File: src/rtl/rom_loader_pkg.sv
// Shared types and constants for the boot-time ROM loader: FSM state encoding,
// frame constants and the running-checksum helper.
package rom_loader_pkg;

    typedef enum logic [2:0] {
        IDLE    = 3'd0,
        CNT_HI  = 3'd1,
        CNT_LO  = 3'd2,
        DATA_HI = 3'd3,
        DATA_LO = 3'd4,
        CHECK   = 3'd5,
        DONE    = 3'd6,
        ERROR   = 3'd7
    } state_e;

    localparam logic [7:0] SYNC_BYTE_DEFAULT = 8'hA5;
    localparam int         BYTES_PER_WORD    = 2;

    // Mod-256 running sum used as the frame checksum.
    function automatic logic [7:0] csum_add(input logic [7:0] acc, input logic [7:0] b);
        return acc + b;
    endfunction

endpackage

File: src/rtl/rom_loader_if.sv
// Byte-stream input handshake and program-memory write port of the ROM loader.
// The loader uses the slave view; the byte source / memory side uses master.
interface rom_loader_if #(
    parameter int ADDR_WIDTH = 12,
    parameter int DATA_WIDTH = 16
);
    logic                  rx_valid;
    logic [7:0]            rx_data;
    logic                  rx_ready;
    logic [ADDR_WIDTH-1:0] prog_addr;
    logic [DATA_WIDTH-1:0] prog_data;
    logic                  prog_we;

    modport slave (
        input  rx_valid, rx_data,
        output rx_ready, prog_addr, prog_data, prog_we
    );

    modport master (
        output rx_valid, rx_data,
        input  rx_ready, prog_addr, prog_data, prog_we
    );
endinterface

File: src/rtl/rom_loader.sv
// Boot loader: parses SYNC/COUNT/words/CHECKSUM frames, writes words to program
// memory and releases the processor only after the checksum matches.
module rom_loader
    import rom_loader_pkg::*;
#(
    parameter int         ADDR_WIDTH = 12,
    parameter int         DATA_WIDTH = 16,
    parameter logic [7:0] SYNC_BYTE  = SYNC_BYTE_DEFAULT
) (
    input  logic         clk,
    input  logic         reset,
    rom_loader_if.slave  bus,
    output logic         cpu_hold,
    output logic         done,
    output logic         error
);

    // Largest legal word count; 17 bits so 2^16 is representable.
    localparam logic [16:0] MAX_WORDS = 17'(17'd1 << ADDR_WIDTH);

    state_e                state_r, state_s;
    logic [7:0]            csum_r, csum_s;
    logic [7:0]            count_hi_r, count_hi_s;
    logic [7:0]            hi_byte_r, hi_byte_s;
    logic [15:0]           remaining_r, remaining_s;
    logic [ADDR_WIDTH-1:0] idx_r, idx_s;
    logic [ADDR_WIDTH-1:0] prog_addr_r, prog_addr_s;
    logic [DATA_WIDTH-1:0] prog_data_r, prog_data_s;
    logic                  prog_we_r, prog_we_s;
    logic                  rx_ready_r, rx_ready_s;
    logic                  cpu_hold_r, cpu_hold_s;
    logic                  done_r, done_s;
    logic                  error_r, error_s;
    logic                  xfer_s;
    logic [15:0]           count_s;

    assign xfer_s  = bus.rx_valid && rx_ready_r;
    assign count_s = {count_hi_r, bus.rx_data};

    // Next-state, datapath and registered-output next values.
    always_comb begin
        state_s     = state_r;
        csum_s      = csum_r;
        count_hi_s  = count_hi_r;
        hi_byte_s   = hi_byte_r;
        remaining_s = remaining_r;
        idx_s       = idx_r;
        prog_addr_s = prog_addr_r;
        prog_data_s = prog_data_r;
        prog_we_s   = 1'b0;

        if (xfer_s) begin
            case (state_r)
                IDLE: begin
                    if (bus.rx_data == SYNC_BYTE) begin
                        state_s = CNT_HI;
                        csum_s  = 8'h00;
                    end else begin
                        state_s = IDLE;
                    end
                end
                CNT_HI: begin
                    count_hi_s = bus.rx_data;
                    csum_s     = csum_add(csum_r, bus.rx_data);
                    state_s    = CNT_LO;
                end
                CNT_LO: begin
                    csum_s      = csum_add(csum_r, bus.rx_data);
                    remaining_s = count_s;
                    idx_s       = '0;
                    if ((count_s == 16'd0) || ({1'b0, count_s} > MAX_WORDS)) begin
                        state_s = ERROR;
                    end else begin
                        state_s = DATA_HI;
                    end
                end
                DATA_HI: begin
                    hi_byte_s = bus.rx_data;
                    csum_s    = csum_add(csum_r, bus.rx_data);
                    state_s   = DATA_LO;
                end
                DATA_LO: begin
                    prog_we_s   = 1'b1;
                    prog_addr_s = idx_r;
                    prog_data_s = {hi_byte_r, bus.rx_data};
                    csum_s      = csum_add(csum_r, bus.rx_data);
                    remaining_s = remaining_r - 16'd1;
                    // Index only advances when another word follows, so it never wraps.
                    if (remaining_r == 16'd1) begin
                        state_s = CHECK;
                    end else begin
                        state_s = DATA_HI;
                        idx_s   = idx_r + ADDR_WIDTH'(1);
                    end
                end
                CHECK: begin
                    if (bus.rx_data == csum_r) begin
                        state_s = DONE;
                    end else begin
                        state_s = ERROR;
                    end
                end
                DONE: begin
                    state_s = DONE;
                end
                ERROR: begin
                    if (bus.rx_data == SYNC_BYTE) begin
                        state_s = CNT_HI;
                        csum_s  = 8'h00;
                    end else begin
                        state_s = ERROR;
                    end
                end
                default: begin
                    state_s = IDLE;
                end
            endcase
        end else begin
            state_s = state_r;
        end

        // Status outputs follow the state being entered, so they update on the same edge.
        rx_ready_s = (state_s != DONE);
        cpu_hold_s = (state_s != DONE);
        done_s     = (state_s == DONE);
        error_s    = (state_s == ERROR);
    end

    // FSM state register.
    always_ff @(posedge clk or negedge reset) begin
        if (!reset) begin
            state_r <= IDLE;
        end else begin
            state_r <= state_s;
        end
    end

    // Datapath registers and registered outputs.
    always_ff @(posedge clk or negedge reset) begin
        if (!reset) begin
            csum_r      <= 8'h00;
            count_hi_r  <= 8'h00;
            hi_byte_r   <= 8'h00;
            remaining_r <= 16'd0;
            idx_r       <= '0;
            prog_addr_r <= '0;
            prog_data_r <= '0;
            prog_we_r   <= 1'b0;
            rx_ready_r  <= 1'b0;
            cpu_hold_r  <= 1'b1;
            done_r      <= 1'b0;
            error_r     <= 1'b0;
        end else begin
            csum_r      <= csum_s;
            count_hi_r  <= count_hi_s;
            hi_byte_r   <= hi_byte_s;
            remaining_r <= remaining_s;
            idx_r       <= idx_s;
            prog_addr_r <= prog_addr_s;
            prog_data_r <= prog_data_s;
            prog_we_r   <= prog_we_s;
            rx_ready_r  <= rx_ready_s;
            cpu_hold_r  <= cpu_hold_s;
            done_r      <= done_s;
            error_r     <= error_s;
        end
    end

    assign bus.rx_ready  = rx_ready_r;
    assign bus.prog_addr = prog_addr_r;
    assign bus.prog_data = prog_data_r;
    assign bus.prog_we   = prog_we_r;
    assign cpu_hold      = cpu_hold_r;
    assign done          = done_r;
    assign error         = error_r;

endmodule

File: src/flat_wrapper.sv
// flat-port wrapper written by rule: the top's interface ports become plain ports
module rom_loader_flat import rom_loader_pkg::*;
#(
    parameter int         ADDR_WIDTH = 12,
    parameter int         DATA_WIDTH = 16,
    parameter logic [7:0] SYNC_BYTE  = SYNC_BYTE_DEFAULT
)
  (clk, reset, cpu_hold, done, error, bus_rx_valid, bus_rx_data, bus_rx_ready, bus_prog_addr, bus_prog_data, bus_prog_we);
  rom_loader_if #(.ADDR_WIDTH(ADDR_WIDTH), .DATA_WIDTH(DATA_WIDTH)) bus_i ();
  input  logic clk;
  input  logic reset;
  output logic cpu_hold;
  output logic done;
  output logic error;
  input wire logic [$bits(bus_i.rx_valid)-1:0] bus_rx_valid;
  input wire logic [$bits(bus_i.rx_data)-1:0] bus_rx_data;
  output wire logic [$bits(bus_i.rx_ready)-1:0] bus_rx_ready;
  output wire logic [$bits(bus_i.prog_addr)-1:0] bus_prog_addr;
  output wire logic [$bits(bus_i.prog_data)-1:0] bus_prog_data;
  output wire logic [$bits(bus_i.prog_we)-1:0] bus_prog_we;
  assign bus_i.rx_valid = bus_rx_valid;
  assign bus_i.rx_data = bus_rx_data;
  assign bus_rx_ready = bus_i.rx_ready;
  assign bus_prog_addr = bus_i.prog_addr;
  assign bus_prog_data = bus_i.prog_data;
  assign bus_prog_we = bus_i.prog_we;
  rom_loader #(.ADDR_WIDTH(ADDR_WIDTH), .DATA_WIDTH(DATA_WIDTH), .SYNC_BYTE(SYNC_BYTE)) u_core (.clk(clk), .reset(reset), .bus(bus_i), .cpu_hold(cpu_hold), .done(done), .error(error));
endmodule
File: config.mk
export PLATFORM = sky130hd
export DESIGN_NAME = rom_loader_flat
export DESIGN_NICKNAME = d
export VERILOG_FILES = /design/src/rtl/rom_loader_pkg.sv /design/src/rtl/rom_loader_if.sv /design/src/rtl/rom_loader.sv /design/src/flat_wrapper.sv
export SDC_FILE = /design/constraint.sdc
export NUM_CORES = 1
export LEC_CHECK = 0
export CAP_MARGIN = 10
export CORE_UTILIZATION = 50
export CTS_BUF_LIST = sky130_fd_sc_hd__clkbuf_16
export DETAILED_ROUTE_END_ITERATION = 12
export GPL_ROUTABILITY_DRIVEN = 0
export GPL_TIMING_DRIVEN = 0
export PLACE_DENSITY = 0.69
export SYNTH_ARGS = -nofsm -noshare
export SYNTH_HDL_FRONTEND = slang
export SYNTH_SLANG_ARGS = --single-unit
File: constraint.sdc
create_clock -name clk -period 2.7 [get_ports clk]
set_clock_uncertainty 0.2 [all_clocks]
set_input_delay 0.675 -clock clk [delete_from_list [all_inputs] [get_ports clk]]
set_output_delay 0.675 -clock clk [all_outputs]
set_load 0.02 [all_outputs]
==> impl_metrics.toml <==
[sta]
finalCritPeriodShare_pct = 101
rsz0062_at_grt = "yes"
report.final.setup_viol = 1
fmax_mhz = 366
final_hold_viol_count = 0
setup_tns_ns = -0.0295
holdWs_ns = 0.0383
fin_ws_ns = -0.0295
finalCriticalPeriod_ns = 2.73
tightest_slew_ns = 0.862
slew_headroom_pct = 42.3
slew_viol_final = 0

[placement]
numPortBuffers = 42
dp_cells = 557
dp_hpwl_um = 7030
place_ws_ns = -0.848

[layout]
area_growth_syn_to_layout_pct = 22.9
layout-drive-gt1-share_pct = 24.9
final_cells = 581
n_antenna_cell = 0
fill_cells = 702
nets = 490
multi_input_area_um2 = 2210
seqCellArea_um2 = 2210
utilization_pct = 63.2

[synth]
ys_types = 64
ys.flop_type = "dfrtp_1"
synth_edf_count = 0
synth_nets = 428
synthTopCellsByArea = "dfrtp_1, mux2_2, a21oi_1"
synthesis.area_um2 = 4460
synth_seq_cells = 88
yosys-top-cells-count = "dfrtp_1, mux2_2, a21oi_1, nor2_1, nand2_1"
synth_most_common_cell = "dfrtp_1"
ys_seq_area_share_pct = 49.4
ys_warn_count = 0
syn_inst = 406
synth_top_area_share_pct = 48.8
yosysTopAreaCell = "dfrtp_1"
async_reset_ff_share_pct = 100
syn_area_per_cell_um2 = 11.0

[cts]
cts_buffer_depth = 2
cts_made_buffers = 9
clk_pin_slew_ns = 0.07
cts.sinks = 88
tritoncts = "yes"
ctsHtreeMaxLevel = 3
worst_skew_pair.late_latency_ns = 0.35
hold_buffers = 0
root_buffer = "clkbuf_16"

[worst_setup_path]
required_ns = 2.70
crit_top_cell = "or4_1"
criticalPathCategory = "in2reg"
start_kind = "primary input"
crit_chain = "clkdlybuf4s15_2 -> ha_4 -> or4_1 -> nor4_2 -> a211oi_2 -> or4_1"
crit_arrival_ns = 2.73
critPathSlowestCell = "or4_1"
cp_max_fo = 7
slowest_delay_ns = 0.51
endpoint_kind = "flip-flop"
critPathTopFamily = "simple AND/OR/NAND/NOR gates"
crit_buf_inv = 1

[routing]
top_layer = "met4"
wl_per_cell_um = 17.9
routed_wl_um = 10400
wl_met1_um = 4550
drt_first_pass_iters = 4
wl_met2_um = 5200
ant_nets = 0
drcViolationCount = 0
vias = 3498
drt_iter0_drc = 156
vias_per_cell = 6.02
wl_met3_um = 457

[power_and_ir_drop]
leakagePower_nw = 2.35
irDropWorstVdd_mv = 0.497
power.density_nw_per_um2 = 857

[global_route]
grt_pass1_wl_um = 17000
grt_pass1_vias = 3486
overflow = 0
grt_max_degree = 64
grt_use_total_pct = 23.9
antenna_found_initial = 0

[floorplanning]
dieHeight_um = 96.5
die_x_um = 96.5
dieArea_um2 = 9300
core_area_um2 = 8680
ios = 44
start_util_pct = 51.4
rows = 34

[min_path]
hp-class = "in2async"

[outcome]
violations = "negative setup slack"
status = "complete, but fails checks"

[flow_run]
cap_violations = 0
==> flip-flops by register name, indices dropped and copies added (netlist names), 3 cells and up <==
register              count
u_core.csum_r             8
u_core.bus.prog_addr     12
u_core.idx_r             12
u_core.count_hi_r         8
u_core.hi_byte_r          8
u_core.state_r            3
u_core.bus.prog_data     16
u_core.remaining_r       16
==> report_power, final <==
part	internal [mW]	total, mW	switching, mW
Clock	0.655	1.24	0.581
Combinational	0.753	1.50	0.749
Sequential	1.67	1.96	0.290
Total	3.08	4.70	1.62
==> layout make-up <==
type                       count  area share [%]
clock inverter                 7            1.25
inverter                       9           0.616
clock buffer                   9            4.11
sequential                    88            40.2
timing repair buffer          51            8.90
buffer                        18            2.12
tap                          108            2.46
multi-input combinational    291            40.3
==> path summary, 6_finish.rpt <==
| kind | endpoint | depth (start not counted) | slack, ns | start |
|---|---|---|---|---|
| worst min-delay path | u_core.bus.prog_addr[7] | 1 | 0.04 | reset |
| min in group clk | u_core.bus.prog_addr[10] | 2 | 0.29 | u_core.bus.prog_addr[10] |
| worst max register to register | u_core.bus.rx_ready | 5 | 0.06 | u_core.remaining_r[7] |
| max in group asynchronous | u_core.cpu_hold | 2 | 1.62 | reset |
| worst max-delay path | u_core.bus.rx_ready | 6 | -0.03 | bus_rx_data[6] |
| worst min register to register | u_core.bus.prog_addr[10] | 2 | 0.29 | u_core.bus.prog_addr[10] |
==> worst register-to-register path, stage by stage, from the launching register on <==
cell      delay, ns
dfrtp_2        0.42
or3_4          0.43
or4_4          0.58
o21ai_2        0.17
a211oi_1       0.14
or4_1          0.56
==> cells in the final DEF (no fill, tap or decap), types with 3 or more instances in the layout <==
cell              n
dfrtp_1          85
mux2_2           42
clkdlybuf4s50_1  33
a21oi_1          31
nor2_1           27
nand2_1          23
o21ai_0          22
nand3_1          11
clkbuf_1         10
nor3_1           10
inv_1             9
clkbuf_16         9
buf_4             9
o31ai_1           7
a22o_1            7
nor4_1            6
or4_2             6
or4_1             5
nand4_1           5
xnor2_1           5
xor2_1            5
ha_1              5
ha_4              5
clkbuf_2          4
o211ai_1          4
and3_1            4
buf_2             4
a31oi_1           3
nor4_2            3
inv_8             3
inv_6             3
clkdlybuf4s15_2   3
==> repair_timing <==
| item | 4_1_cts | 5_1_grt |
|---|---|---|
| gates resized for setup | 29 | 16 |
| pin swaps | 1 | 1 |
| buffers inserted | 0 | 8 |
| endpoints found under the setup margin | 39 | 28 |
==> metrics by stage <==
| step | power [mW] | cell area [µm²] |
|---|---|---|
| after floorplan | 2.86 | 4460 |
| after global placement | 3.27 | 5020 |
| after detailed placement | 3.33 | 5040 |
| after CTS | 4.62 | 5380 |
| after global routing | 4.97 | 5480 |
| final | 4.70 | 5480 |
==> cells by family (layout without fill, tap and decap cells) <==
logic type      after synthesis  count (layout)  synth area share, %
compound gates              101             101                 15.0
xor+xnor                     10              10                 1.96
fa+ha+maj                    11              11                 3.25
buf+inv                      27              94                 3.25
flops                        88              88                 49.4
mux                          45              45                 11.4
simple gates                124             124                 15.8
==> routing by layer <==
layer	GRT usage, %	vias to the layer above
met5	0	-
met4	8.82	0
met3	4.77	16
met2	39.2	78
met1	31.5	1757
li1	-	1647
Note: power is estimated with default switching activity, not from simulation.
